**src/rtl/mem_stage_pkg.sv**
```systemverilog
// Shared constants and types for the MEM pipeline stage.
// Holds bus widths, stall-vector positions, access-size codes, FSM state
// encodings and the packed layout of the EX->MEM bus.
package mem_stage_pkg;

   localparam int unsigned EX_TO_MEM_WD = 107;
   localparam int unsigned MEM_TO_WB_WD = 70;
   localparam int unsigned MEM_TO_ID_WD = 38;
   localparam int unsigned LOHI_WD      = 65;
   localparam int unsigned STALL_WD     = 6;

   // Positions in the stall vector
   localparam int unsigned STALL_MEM_IN = 3;
   localparam int unsigned STALL_WB_IN  = 4;

   localparam logic STOP    = 1'b1;
   localparam logic NO_STOP = 1'b0;

   typedef enum logic [1:0] {
      SizeByte = 2'd0,
      SizeHalf = 2'd1,
      SizeWord = 2'd2
   } mem_size_e;

   typedef enum logic [1:0] {
      StIdle = 2'd0,
      StReq  = 2'd1,
      StWait = 2'd2,
      StDone = 2'd3
   } mem_state_e;

   // Field order matches the EX->MEM bus, MSB first
   typedef struct packed {
      logic [31:0] pc;
      logic        mem_en;
      logic        mem_we;
      mem_size_e   mem_size;
      logic        mem_sign;
      logic        rf_we;
      logic [4:0]  rf_waddr;
      logic [31:0] ex_result;
      logic [31:0] store_data;
   } ex_to_mem_t;

   typedef struct packed {
      logic        rf_we;
      logic [4:0]  rf_waddr;
      logic [31:0] rf_wdata;
   } rf_wr_t;

endpackage

```
**src/rtl/mem_stage_if.sv**
```systemverilog
// Data-memory request/response channel between the MEM stage and memory.
//   data_req/data_wr/data_size/data_addr/data_wdata : request, stage -> memory
//   data_addr_ok : request accepted
//   data_data_ok : read data valid or write complete
//   data_rdata   : read data
// master = MEM stage side, slave = memory side.
interface mem_stage_if;

   logic        data_req;
   logic        data_wr;
   logic [1:0]  data_size;
   logic [31:0] data_addr;
   logic [31:0] data_wdata;
   logic        data_addr_ok;
   logic        data_data_ok;
   logic [31:0] data_rdata;

   modport master (
      output data_req, data_wr, data_size, data_addr, data_wdata,
      input  data_addr_ok, data_data_ok, data_rdata
   );

   modport slave (
      input  data_req, data_wr, data_size, data_addr, data_wdata,
      output data_addr_ok, data_data_ok, data_rdata
   );

endinterface

```
**src/rtl/mem_align.sv**
```systemverilog
// Combinational load-lane extraction and store-lane replication.
//   size_i, sign_i, addr_i : access size, sign-extend enable, low address bits
//   rdata_i                : raw 32-bit read word
//   store_data_i           : unaligned store operand
//   load_data_o            : extracted, extended load result
//   wdata_o                : lane-replicated store data
module mem_align
   import mem_stage_pkg::*;
(
   input  mem_size_e   size_i,
   input  logic        sign_i,
   input  logic [1:0]  addr_i,
   input  logic [31:0] rdata_i,
   input  logic [31:0] store_data_i,
   output logic [31:0] load_data_o,
   output logic [31:0] wdata_o
);

   logic [7:0]  byte_lane;
   logic [15:0] half_lane;

   always_comb begin
      load_data_o = rdata_i;
      wdata_o     = store_data_i;
      byte_lane   = rdata_i[{addr_i, 3'b000} +: 8];
      half_lane   = addr_i[1] ? rdata_i[31:16] : rdata_i[15:0];
      case (size_i)
         SizeByte: begin
            load_data_o = {{24{sign_i & byte_lane[7]}}, byte_lane};
            wdata_o     = {4{store_data_i[7:0]}};
         end
         SizeHalf: begin
            load_data_o = {{16{sign_i & half_lane[15]}}, half_lane};
            wdata_o     = {2{store_data_i[15:0]}};
         end
         default: begin
            load_data_o = rdata_i;
            wdata_o     = store_data_i;
         end
      endcase
   end

endmodule

```
**src/rtl/mem_stage.sv**
```systemverilog
// MEM pipeline stage: input register, one-request-per-instruction memory
// FSM, read-data hold register and write-back/forwarding bus assembly.
//   clk, rst            : clock, asynchronous active-low reset
//   stall               : pipeline stall vector (bit 3 this stage, bit 4 WB)
//   ex_to_mem_bus       : instruction bundle from EX
//   ex_mem_lohi_bus     : HI/LO write bundle from EX, registered through
//   data_if             : memory request/response channel (master)
//   stallreq_for_mem    : stall request while a memory access is outstanding
//   mem_to_wb_bus       : {pc, rf_we, rf_waddr, rf_wdata}
//   mem_to_id_bus       : {rf_we, rf_waddr, rf_wdata} for forwarding
//   mem_wb_lohi_bus     : registered HI/LO bundle
module mem_stage
   import mem_stage_pkg::*;
(
   input  logic                    clk,
   input  logic                    rst,
   input  logic [STALL_WD-1:0]     stall,
   input  logic [EX_TO_MEM_WD-1:0] ex_to_mem_bus,
   input  logic [LOHI_WD-1:0]      ex_mem_lohi_bus,
   mem_stage_if.master             data_if,
   output logic                    stallreq_for_mem,
   output logic [MEM_TO_WB_WD-1:0] mem_to_wb_bus,
   output logic [MEM_TO_ID_WD-1:0] mem_to_id_bus,
   output logic [LOHI_WD-1:0]      mem_wb_lohi_bus
);

   ex_to_mem_t           ex_in;
   ex_to_mem_t           ex_q, ex_d;
   logic [LOHI_WD-1:0]   lohi_q, lohi_d;
   mem_state_e           state_q, state_d;
   logic [31:0]          rdata_hold_q, rdata_hold_d;
   logic                 load_new, load_bubble;
   logic                 is_load, is_store;
   logic [31:0]          load_data, store_wdata;
   rf_wr_t               rf_wr;

   assign ex_in       = ex_to_mem_t'(ex_to_mem_bus);
   assign load_new    = (stall[STALL_MEM_IN] == NO_STOP);
   assign load_bubble = (stall[STALL_MEM_IN] == STOP) && (stall[STALL_WB_IN] == NO_STOP);

   // Input register
   always_comb begin
      ex_d   = ex_q;
      lohi_d = lohi_q;
      if (load_bubble) begin
         ex_d   = '0;
         lohi_d = '0;
      end else if (load_new) begin
         ex_d   = ex_in;
         lohi_d = ex_mem_lohi_bus;
      end
   end

   // Memory FSM. The request is raised from the edge that loads the
   // instruction, so a held stage never re-enters StReq for the same one.
   always_comb begin
      state_d      = state_q;
      rdata_hold_d = rdata_hold_q;
      unique case (state_q)
         StIdle: begin
            if (load_new && ex_in.mem_en) state_d = StReq;
         end
         StReq: begin
            if (data_if.data_addr_ok) begin
               state_d = data_if.data_data_ok ? StDone : StWait;
            end
         end
         StWait: begin
            if (data_if.data_data_ok) state_d = StDone;
         end
         StDone: begin
            if (load_new) begin
               state_d = ex_in.mem_en ? StReq : StIdle;
            end else if (load_bubble) begin
               // Finished access moved on to WB and a bubble replaced it
               state_d = StIdle;
            end
         end
         default: state_d = StIdle;
      endcase
      if ((state_d == StDone) && (state_q != StDone)) begin
         rdata_hold_d = data_if.data_rdata;
      end
   end

   always_ff @(posedge clk or negedge rst) begin
      if (!rst) begin
         ex_q         <= '0;
         lohi_q       <= '0;
         state_q      <= StIdle;
         rdata_hold_q <= '0;
      end else begin
         ex_q         <= ex_d;
         lohi_q       <= lohi_d;
         state_q      <= state_d;
         rdata_hold_q <= rdata_hold_d;
      end
   end

   mem_align u_mem_align (
      .size_i       (ex_q.mem_size),
      .sign_i       (ex_q.mem_sign),
      .addr_i       (ex_q.ex_result[1:0]),
      .rdata_i      (rdata_hold_q),
      .store_data_i (ex_q.store_data),
      .load_data_o  (load_data),
      .wdata_o      (store_wdata)
   );

   assign is_load  = ex_q.mem_en & ~ex_q.mem_we;
   assign is_store = ex_q.mem_en & ex_q.mem_we;

   always_comb begin
      rf_wr.rf_we    = ex_q.rf_we & ~is_store;
      rf_wr.rf_waddr = ex_q.rf_waddr;
      rf_wr.rf_wdata = is_load ? load_data : ex_q.ex_result;
   end

   assign data_if.data_req   = (state_q == StReq);
   assign data_if.data_wr    = ex_q.mem_we;
   assign data_if.data_size  = ex_q.mem_size;
   assign data_if.data_addr  = ex_q.ex_result;
   assign data_if.data_wdata = store_wdata;

   assign stallreq_for_mem = ex_q.mem_en && (state_q != StDone);
   assign mem_to_wb_bus    = {ex_q.pc, rf_wr};
   assign mem_to_id_bus    = rf_wr;
   assign mem_wb_lohi_bus  = lohi_q;

endmodule

```
**src/flat_wrapper.sv**
```systemverilog
// flat-port wrapper written by rule: the top's interface ports become plain ports
module mem_stage_flat import mem_stage_pkg::*;
  (clk, rst, stall, ex_to_mem_bus, ex_mem_lohi_bus, stallreq_for_mem, mem_to_wb_bus, mem_to_id_bus, mem_wb_lohi_bus, data_if_data_req, data_if_data_wr, data_if_data_size, data_if_data_addr, data_if_data_wdata, data_if_data_addr_ok, data_if_data_data_ok, data_if_data_rdata);
  mem_stage_if data_if_i ();
  input  logic clk;
  input  logic rst;
  input  logic [STALL_WD-1:0] stall;
  input  logic [EX_TO_MEM_WD-1:0] ex_to_mem_bus;
  input  logic [LOHI_WD-1:0] ex_mem_lohi_bus;
  output logic stallreq_for_mem;
  output logic [MEM_TO_WB_WD-1:0] mem_to_wb_bus;
  output logic [MEM_TO_ID_WD-1:0] mem_to_id_bus;
  output logic [LOHI_WD-1:0] mem_wb_lohi_bus;
  output wire logic [$bits(data_if_i.data_req)-1:0] data_if_data_req;
  output wire logic [$bits(data_if_i.data_wr)-1:0] data_if_data_wr;
  output wire logic [$bits(data_if_i.data_size)-1:0] data_if_data_size;
  output wire logic [$bits(data_if_i.data_addr)-1:0] data_if_data_addr;
  output wire logic [$bits(data_if_i.data_wdata)-1:0] data_if_data_wdata;
  input wire logic [$bits(data_if_i.data_addr_ok)-1:0] data_if_data_addr_ok;
  input wire logic [$bits(data_if_i.data_data_ok)-1:0] data_if_data_data_ok;
  input wire logic [$bits(data_if_i.data_rdata)-1:0] data_if_data_rdata;
  assign data_if_data_req = data_if_i.data_req;
  assign data_if_data_wr = data_if_i.data_wr;
  assign data_if_data_size = data_if_i.data_size;
  assign data_if_data_addr = data_if_i.data_addr;
  assign data_if_data_wdata = data_if_i.data_wdata;
  assign data_if_i.data_addr_ok = data_if_data_addr_ok;
  assign data_if_i.data_data_ok = data_if_data_data_ok;
  assign data_if_i.data_rdata = data_if_data_rdata;
  mem_stage u_core (.clk(clk), .rst(rst), .stall(stall), .ex_to_mem_bus(ex_to_mem_bus), .ex_mem_lohi_bus(ex_mem_lohi_bus), .data_if(data_if_i), .stallreq_for_mem(stallreq_for_mem), .mem_to_wb_bus(mem_to_wb_bus), .mem_to_id_bus(mem_to_id_bus), .mem_wb_lohi_bus(mem_wb_lohi_bus));
endmodule
```
**config.mk**
```make
export PLATFORM = sky130hd
export DESIGN_NAME = mem_stage_flat
export DESIGN_NICKNAME = d
export VERILOG_FILES = /design/src/rtl/mem_stage_pkg.sv /design/src/rtl/mem_stage_if.sv /design/src/rtl/mem_align.sv /design/src/rtl/mem_stage.sv /design/src/flat_wrapper.sv
export SDC_FILE = /design/constraint.sdc
export NUM_CORES = 1
export LEC_CHECK = 0
export ABC_AREA = 0
export BUFFER_PORTS_ARGS = -buffer_cell sky130_fd_sc_hd__buf_2
export CAP_MARGIN = 30
export CORE_AREA = 2 2 177 179
export CTS_CLUSTER_DIAMETER = 150
export DETAILED_ROUTE_END_ITERATION = 12
export DIE_AREA = 0 0 179 181
export PLACE_DENSITY_LB_ADDON = 0.25
export SLEW_MARGIN = 5
export SYNTH_ARGS = -nofsm -noshare
export SYNTH_HDL_FRONTEND = slang
export SYNTH_SLANG_ARGS = --single-unit
```
**constraint.sdc**
```tcl
create_clock -name clk -period 2.55 [get_ports clk]
set_input_delay 0.3825 -clock clk [delete_from_list [all_inputs] [get_ports clk]]
set_output_delay 0.3825 -clock clk [all_outputs]
set_load 0.1 [all_outputs]
```
==> results of run 1 <==
per-stage QoR:
| step | total power [mW] | utilization [%] | hold slack, ns | area [sq um] | instances |
|---|---|---|---|---|---|
| after global routing | 15.0 | 50.6 | 0.0492 | 15400 | 1904 |
| after global placement | 10.0 | 44.3 | 0.294 | 13400 | 1837 |
| final | 14.4 | 50.7 | 0.0760 | 15400 | 1908 |
| after detailed placement | 10.1 | 44.3 | 0.294 | 13400 | 1837 |
| after CTS | 14.5 | 50.1 | 0.0469 | 15200 | 1898 |
| after floorplan | 8.90 | - | 0.0869 | 11100 | 1155 |
state kept, by name, indices dropped and copies added (netlist names):
| signal | count |
|---|---|
| u_core.ex_q | 35 |
| u_core.state_q | 2 |
| u_core.data_if.data_addr | 32 |
| u_core.rdata_hold_q | 32 |
| u_core.mem_wb_lohi_bus | 65 |
| u_core.mem_to_id_bus | 5 |
| u_core.mem_to_wb_bus | 32 |
| u_core.data_if.data_size | 2 |
| u_core.data_if.data_wr | 1 |
path summary, 6_finish.rpt:
kind | from | end | slack, ns | cells past startpoint
max in group asynchronous | rst | u_core.data_if.data_wr | 1.39 | 3
min | data_if_data_rdata[17] | u_core.rdata_hold_q[17] | 0.08 | 2
min in group asynchronous | rst | u_core.data_if.data_addr[17] | 0.34 | 2
max | u_core.data_if.data_addr[1] | mem_to_wb_bus[15] | -0.03 | 5
min reg2reg | u_core.mem_wb_lohi_bus[50] | u_core.mem_wb_lohi_bus[50] | 0.47 | 2
max reg2reg | u_core.state_q[1] | u_core.rdata_hold_q[2] | 0.71 | 4
routing by layer:
layer  part of all wire, %  routed length [microns]  vias to the layer above
met5                     0                        0                        -
met4                   2.6                      906                        0
met3                   8.3                     2900                       58
met2                    50                    17600                      317
met1                    39                    13400                     4170
li1                      -                        -                     4289
critical path, delay by kind of cell, from the launching register on:
kind	cells	cell delay, ns
muxes	1	0.43
DFF	1	0.46
buffers and inverters	2	0.32
and+or+nand+nor	1	0.14
AOI/OAI and AO/OA	1	0.33
cell families (layout without fill, tap and decap cells):
family,Yosys count,in the layout,synth area share (%)
simple gates,254,254,10.8
buf+inv,361,712,18.1
flops,206,206,49.6
mux,68,68,7.44
other cells,0,6,0
compound gates,266,266,14.0
cell type report:
class,count,area [sq um],area share [%]
clock buffers,32,702,4.57
diodes,6,15.0,0.0977
repair buffers,494,4070,26.5
flip-flops and latches,206,5160,33.6
clock inverters,14,190,1.24
inverters,172,646,4.20
multi-input cells,588,4090,26.6
well taps,396,495,3.22
repair_timing:
item / 4_1_cts / 5_1_grt
endpoints found under the setup margin: 73 / 74
endpoints found under the hold margin: 35 / 0
setup buffers: 13 / 4
pin swaps: 22 / 7
hold buffers: 1 / 0
cloned: 1 / 2
resized for setup: 164 / 30
power breakdown:
part	leakage, nW	switching [mW]	total (mW)	internal (mW)
clock network	0.436	1.47	3.83	2.36
registers	2.56	0.559	4.31	3.75
logic	4.77	4.34	6.30	1.96
total	7.77	6.37	14.4	8.06
synth_stat cells, types with 2 or more instances:
cell	number	share of area, %
nor2_1	34	1.2
inv_1	172	6.2
and3b_1	15	1.3
a221oi_1	9	0.76
nand3_1	31	1.5
a31oi_1	17	1.0
nand2_1	153	5.5
o22ai_1	16	0.96
clkbuf_1	35	1.3
mux2i_1	9	0.87
a21oi_1	32	1.5
buf_4	121	8.7
o21ai_0	176	8.5
a21boi_0	2	0.14
o21ai_1	9	0.43
nand2b_1	3	0.18
buf_6	5	0.54
mux2_2	54	5.9
dfrtp_1	206	50
buf_2	27	1.3
nor2b_1	13	0.78
mux2_1	3	0.33
==> key figures, run 1 <==
Global routing
  – First-pass GRT wire length: 52700 microns
  – Met2 usage: a little over a third
  – GR Util met1: approximately a quarter
  – Grt peak-use layer: met2
  – Antenna violations before repair: 6
  – Grt total ovfl: 0
  – Largest net degree at the start of global routing: 70
  – Vias in the first global route: between 8000 and 9000
  – Met3 usage: 6.59%
  – GRT Total Usage: roughly a fifth

STA
  – Layout Skew: 0.0120 ns
  – Final Slew Violations: 0
  – Setup WS post-layout: -0.0345 ns
  – Setup repair after global routing missed its margin: yes
  – Fmax: between 0.3 and 0.4 GHz
  – Final setup vio count: 16
  – Period utilization: 101%
  – Crit path time final: 2.58 ns
  – Worst Tran Pin Value: between 0.6 and 0.7 ns
  – Fin. Hold Viols: 0
  – TNS Setup: -0.275 ns
  – Slew HR: between 50% and 60%

Synthesis
  – Mapped Area: 10400 sq um
  – Seq/Total Area, Yosys: about half
  – Ys flop type: dfrtp_1
  – Synthesis warning total: 0
  – EDFF count, synth: 0
  – Synthesis-stage register bit count: ~210
  – Synth cell types: 35
  – Fraction of registers with async set/reset: 100%
  – Synth Area per Inst: between 8 and 9 sq um
  – Net Count, Synth: approximately 1400
  – Cells after synthesis: between 1000 and 1500

Route
  – TritonRoute pass-1 iters: 4
  – Post-route ant nets: 0
  – Initial DRC count: approximately 460
  – Vias per cell: approximately 4.6
  – Wirelength per Cell: about 18 microns
  – Via count: a little under 9000
  – DRC viols: 0
  – Final WL: around 35000 microns

Floorplan
  – FP Rows: 64
  – DIE WIDTH: between 150 and 200 microns
  – Core area: a little over 30000 sq um
  – Starting Density: between 30% and 40%
  – Die area: around 32000 sq um
  – Ports: between 400 and 500
  – Die Ht: roughly 180 microns

Power and ir drop
  – P per Cell Area: 939 nW/um^2
  – Max rail drop VDD: ~0.43 mV
  – LEAKAGE: 7.77 nW

Worst setup path
  – Setup crit end kind: output port
  – Worst path cell trace: mux4_2 -> nand3b_1 -> a221oi_4 -> buf_12 -> buf_12
  – Critical path class: flop to output port
  – Slowest cell on crit path: dfrtp_2
  – Arrival @ worst endpoint: 2.20 ns
  – Critical path required time: roughly 2.2 ns
  – Critical path's largest stage delay: 0.46 ns
  – Cell mode on critical path: buf_12
  – CP startpoint kind: flop
  – CP Max Fanout: 4

Placement
  – IO buf count: approximately 450
  – Routability Congestion: 0.805
  – Worst Setup Slack post-DPL: ~0.33 ns
  – Post-DP HPWL: 24800 microns

CTS
  – CTS Buf Count: 25
  – Clock root cell: clkbuf_16
  – Reg clk slew, reported paths: 0.06 ns
  – CTS tree: done
  – H-tree depth: 1
  – CTS Sinks: between 200 and 250
  – Clock buffer depth: 3
  – Clk Latency, worst-skew pair: 0.52 ns

Flow run
  – Max cap viols: 0

Layout
  – Commonest non-fill, non-tap cell in the layout: buf_2
  – NumNets Final: about 1700
  – Layout overhead on the synthesized area: 48.0%
  – Fillers: 2817
  – Most frequent cells in the layout: buf_2, dfrtp_1, inv_1, o21ai_0, nand2_1
  – Fraction of layout cells with a size suffix above 1: 44.1%

Status
  – Failing checks: negative setup slack
  – Status: finished with violations

Min path
  – Worst hold path class: input pin to flop
No activity file was read; power rests on OpenSTA's default activity.
==> run 2, diff against run 1 <==
--- a/config.mk
+++ b/config.mk
@@ -13,7 +13,7 @@
 export DETAILED_ROUTE_END_ITERATION = 12
 export DIE_AREA = 0 0 179 181
 export PLACE_DENSITY_LB_ADDON = 0.25
-export SLEW_MARGIN = 5
 export SYNTH_ARGS = -nofsm -noshare
 export SYNTH_HDL_FRONTEND = slang
+export SYNTH_HIERARCHICAL = 1
 export SYNTH_SLANG_ARGS = --single-unit
==> key figures, run 2 <==
Status
  – Status: finished with violations (unchanged)
  – Failing checks: negative setup slack (unchanged)

STA
  – Crit path time final: 2.79 ns (was 2.58 ns)
  – Final Slew Violations: 0 (unchanged)
  – Setup WS post-layout: -0.241 ns (was -0.0345 ns)
  – Slew HR: 51.3% (was 56.7%)
  – Final setup vio count: 72 (was 16)
  – Worst Tran Pin Value: 0.730 ns (was 0.649 ns)
  – Period utilization: 109% (was 101%)
  – Setup repair after global routing missed its margin: yes (unchanged)
  – Fmax: 0.358 GHz (was 0.387 GHz)
  – Fin. Hold Viols: 0 (unchanged)
  – Layout Skew: 0.0184 ns (was 0.0120 ns)

Power and ir drop
  – Logic pwr share: 44.0% (was 43.6%)
  – Switch share: 44.1% (about the same)
  – P_sw: 5.94 mW (was 6.37 mW)
  – LEAKAGE: 7.61 nW (was 7.77 nW)
  – Clock power share: 24.9% (was 26.5%)
  – Cell Int Power: 7.52 mW (was 8.06 mW)
  – Reg power frac: 31.1% (was 29.8%)
  – P per Cell Area: 952 nW/um^2 (was 939 nW/um^2)
  – Max rail drop VDD: 0.497 mV (was 0.426 mV)

Route
  – Wirelength per Cell: 17.3 microns (was 18.2 microns)
  – DRC viols: 0 (unchanged)
  – Vias per cell: 4.52 (was 4.63)
  – Initial DRC count: 414 (was 458)
  – Final WL: 32300 microns (was 34800 microns)
  – Via count: 8447 (was 8834)
  – Post-route ant nets: 0 (unchanged)
  – TritonRoute pass-1 iters: 4 (unchanged)

Floorplan
  – Die area: 32400 sq um (unchanged)
  – Die Ht: 181 microns (unchanged)
  – Starting Density: 34.2% (about the same)
  – Core area: 30300 sq um (unchanged)
  – Ports: 456 (unchanged)
  – FP Rows: 64 (unchanged)
  – DIE WIDTH: 179 microns (unchanged)

Min path
  – Hold Path Sink: u_core/mem_wb_lohi_bus[36] (was u_core.rdata_hold_q[17])
  – Hold path depth: 3 (was 2)
  – Hold path startpoint: ex_mem_lohi_bus[36] (was data_if_data_rdata[17])
  – Worst hold path class: input pin to flop (unchanged)

Worst setup path
  – CP startpoint kind: flop (unchanged)
  – Worst path cell trace: mux4_2 -> a21boi_4 -> buf_12 -> a21oi_1 -> mux2_4 -> buf_6 (was mux4_2 -> nand3b_1 -> a221oi_4 -> buf_12 -> buf_12)
  – Setup crit end kind: output port (unchanged)
  – Critical path required time: 2.17 ns (about the same)
  – R2R Path End: u_core/rdata_hold_q[7] (was u_core.rdata_hold_q[2])
  – Slowest cell on crit path: mux4_2 (was dfrtp_2)
  – CP Max Fanout: 15 (was 4)
  – Critical path class: flop to output port (unchanged)
  – Top delay family on crit path: multiplexers (was flip-flops)
  – Arrival @ worst endpoint: 2.41 ns (was 2.20 ns)
  – Worst reg2reg path depth: 5 (was 4)
  – Buf+Inv Stages, Crit Path: 2 (unchanged)
  – Critical path's largest stage delay: 0.58 ns (was 0.46 ns)
  – Flop2flop setup slack: 0.75 ns (was 0.71 ns)
  – Launching point of the worst reg2reg path: u_core/state_q[0] (was u_core.state_q[1])

Global routing
  – Antenna violations before repair: 13 (was 6)
  – Vias in the first global route: 8431 (was 8918)
  – Grt total ovfl: 0 (unchanged)
  – Largest net degree at the start of global routing: 173 (was 70)
  – GRT Total Usage: 19.4% (was 21.0%)
  – First-pass GRT wire length: 49000 microns (was 52700 microns)

CTS
  – Reg clk slew, reported paths: 0.06 ns (about the same)
  – CTS tree: done (unchanged)
  – Clock buffer depth: 3 (unchanged)
  – Clk Latency, worst-skew pair: 0.54 ns (was 0.52 ns)
  – Clock root cell: clkbuf_16 (unchanged)
  – CTS Buf Count: 25 (unchanged)
  – H-tree depth: 1 (unchanged)
  – CTS Sinks: 206 (unchanged)

Synthesis
  – Cells after synthesis: 1125 (was 1155)
  – Largest cells by area after synthesis: dfrtp_1, o21ai_0, buf_4, nand2_1, inv_1 (was dfrtp_1, buf_4, o21ai_0, inv_1, mux2_2)
  – Synth cell types: 36 (was 35)
  – Post-synth top area share: 49.6% (about the same)
  – Synthesis warning total: 6 (was 0)
  – Synthesis-stage register bit count: 206 (unchanged)
  – Net Count, Synth: 1339 (was 1369)
  – Mapped Area: 10400 sq um (about the same)
  – EDFF count, synth: 0 (unchanged)
  – Area leader, netlist: dfrtp_1 (unchanged)
  – Ys flop type: dfrtp_1 (unchanged)
  – Synth Area per Inst: 9.23 sq um (was 9.00 sq um)
  – Most common cell in the synthesized netlist: nand2_1 (was dfrtp_1)
  – Fraction of registers with async set/reset: 100% (unchanged)
  – Commonest cells in the synthesized netlist: nand2_1, dfrtp_1, o21ai_0 (was dfrtp_1, o21ai_0, inv_1)
  – Seq/Total Area, Yosys: 49.6% (about the same)

Placement
  – IO buf count: 451 (unchanged)
  – DP Area: 12900 sq um (was 13400 sq um)
  – Routability Congestion: 0.815 (was 0.805)
  – Post-DP HPWL: 23500 microns (was 24800 microns)
  – Worst Setup Slack post-DPL: 0.158 ns (was 0.327 ns)

Layout
  – Largest register FFs: 65 (unchanged)
  – Commonest non-fill, non-tap cell in the layout: buf_2 (unchanged)
  – Layout overhead on the synthesized area: 36.2% (was 48.0%)
  – Finished Cell Area: 14100 sq um (was 15400 sq um)
  – NumNets Final: 1664 (was 1701)
  – Most frequent cells in the layout: buf_2, dfrtp_1, nand2_1, o21ai_0, inv_1 (was buf_2, dfrtp_1, inv_1, o21ai_0, nand2_1)
  – Fraction of layout cells with a size suffix above 1: 42.3% (was 44.1%)

Flow run
  – Max cap viols: 0 (unchanged)
[run 2: worst min-delay path: stages]
cell     delay (ns)
buf_2          0.10
inv_1          0.04
o21ai_0        0.06
[run 2: cell type report]
cell class,instances,area (sq um)
inverter,174,653
clock inverter,6,53.8
clock buffer,38,704
fill,2916,16200
tap,396,495
antenna,6,15.0
multi-input combinational,567,3570
timing repair buffer,476,3500
sequential,206,5160
[run 2: cell families (layout without fill, tap and decap cells)]
family                 after synthesis  in the layout  synth area share [%]
flip-flops                         206            206                  49.6
multiplexers                        95             95                  11.4
buffers and inverters              352            694                  17.6
AO/OA/AOI/OAI                      237            237                  12.3
AND/OR/NAND/NOR                    235            235                  9.01
other                                0              6                     0
[run 2: power groups by stage]
stage | Combinational (mW) | Clock [mW] | Sequential [mW]
CTS | 5.92 | 3.48 | 4.19
floorplan | 4.10 | 0 | 4.63
global route | 6.17 | 3.61 | 4.26
detailed placement | 5.66 | 0 | 4.24
global placement | 5.63 | 0 | 4.22
finish | 5.93 | 3.35 | 4.19
[run 2: metal layers]
metal | share of wire [%] | up-vias | global-route usage (%)
met2 | 50 | 326 | 33.5
met3 | 7.9 | 66 | 5.64
li1 | - | 4089 | -
met5 | 0.22 | - | 0
met1 | 39 | 3956 | 23.1
met4 | 3.5 | 10 | 6.15
[run 2: through the flow]
stage | hold WS [ns] | setup TNS [ns] | cells | util, % | total power, mW
after floorplan | 0.0869 | -4.67 | 1125 | - | 8.72
after global placement | 0.392 | 0 | 1816 | 42.4 | 9.86
after detailed placement | 0.391 | 0 | 1816 | 42.4 | 9.91
after CTS | 0.0339 | -15.95 | 1863 | 46.3 | 13.6
after global routing | 0.0482 | -20.85 | 1867 | 46.6 | 14.0
final | 0.0732 | -13.38 | 1869 | 46.6 | 13.5
[run 2: how the worst max path moves through the flow]
stage	from	slack, ns	endpoint	depth (start not counted)
after CTS	u_core/data_if.data_addr[1]	-0.28	mem_to_id_bus[6]	6
after global routing	u_core/data_if.data_addr[1]	-0.34	mem_to_wb_bus[19]	6
after detailed placement	u_core/data_if.data_addr[1]	0.16	mem_to_id_bus[7]	7
final	u_core/data_if.data_addr[1]	-0.24	mem_to_wb_bus[19]	6
after global placement	u_core/data_if.data_addr[1]	0.13	mem_to_wb_bus[7]	7
after floorplan	u_core/data_if.data_size[1]	-0.74	data_if_data_wdata[29]	3
[run 2: timing repair]
item,in CTS,in global routing
buffers inserted,2,0
resized for setup,117,18
setup endpoints to repair,72,78
hold endpoints to repair,59,0
hold buffers,1,0
pin swaps,2,0
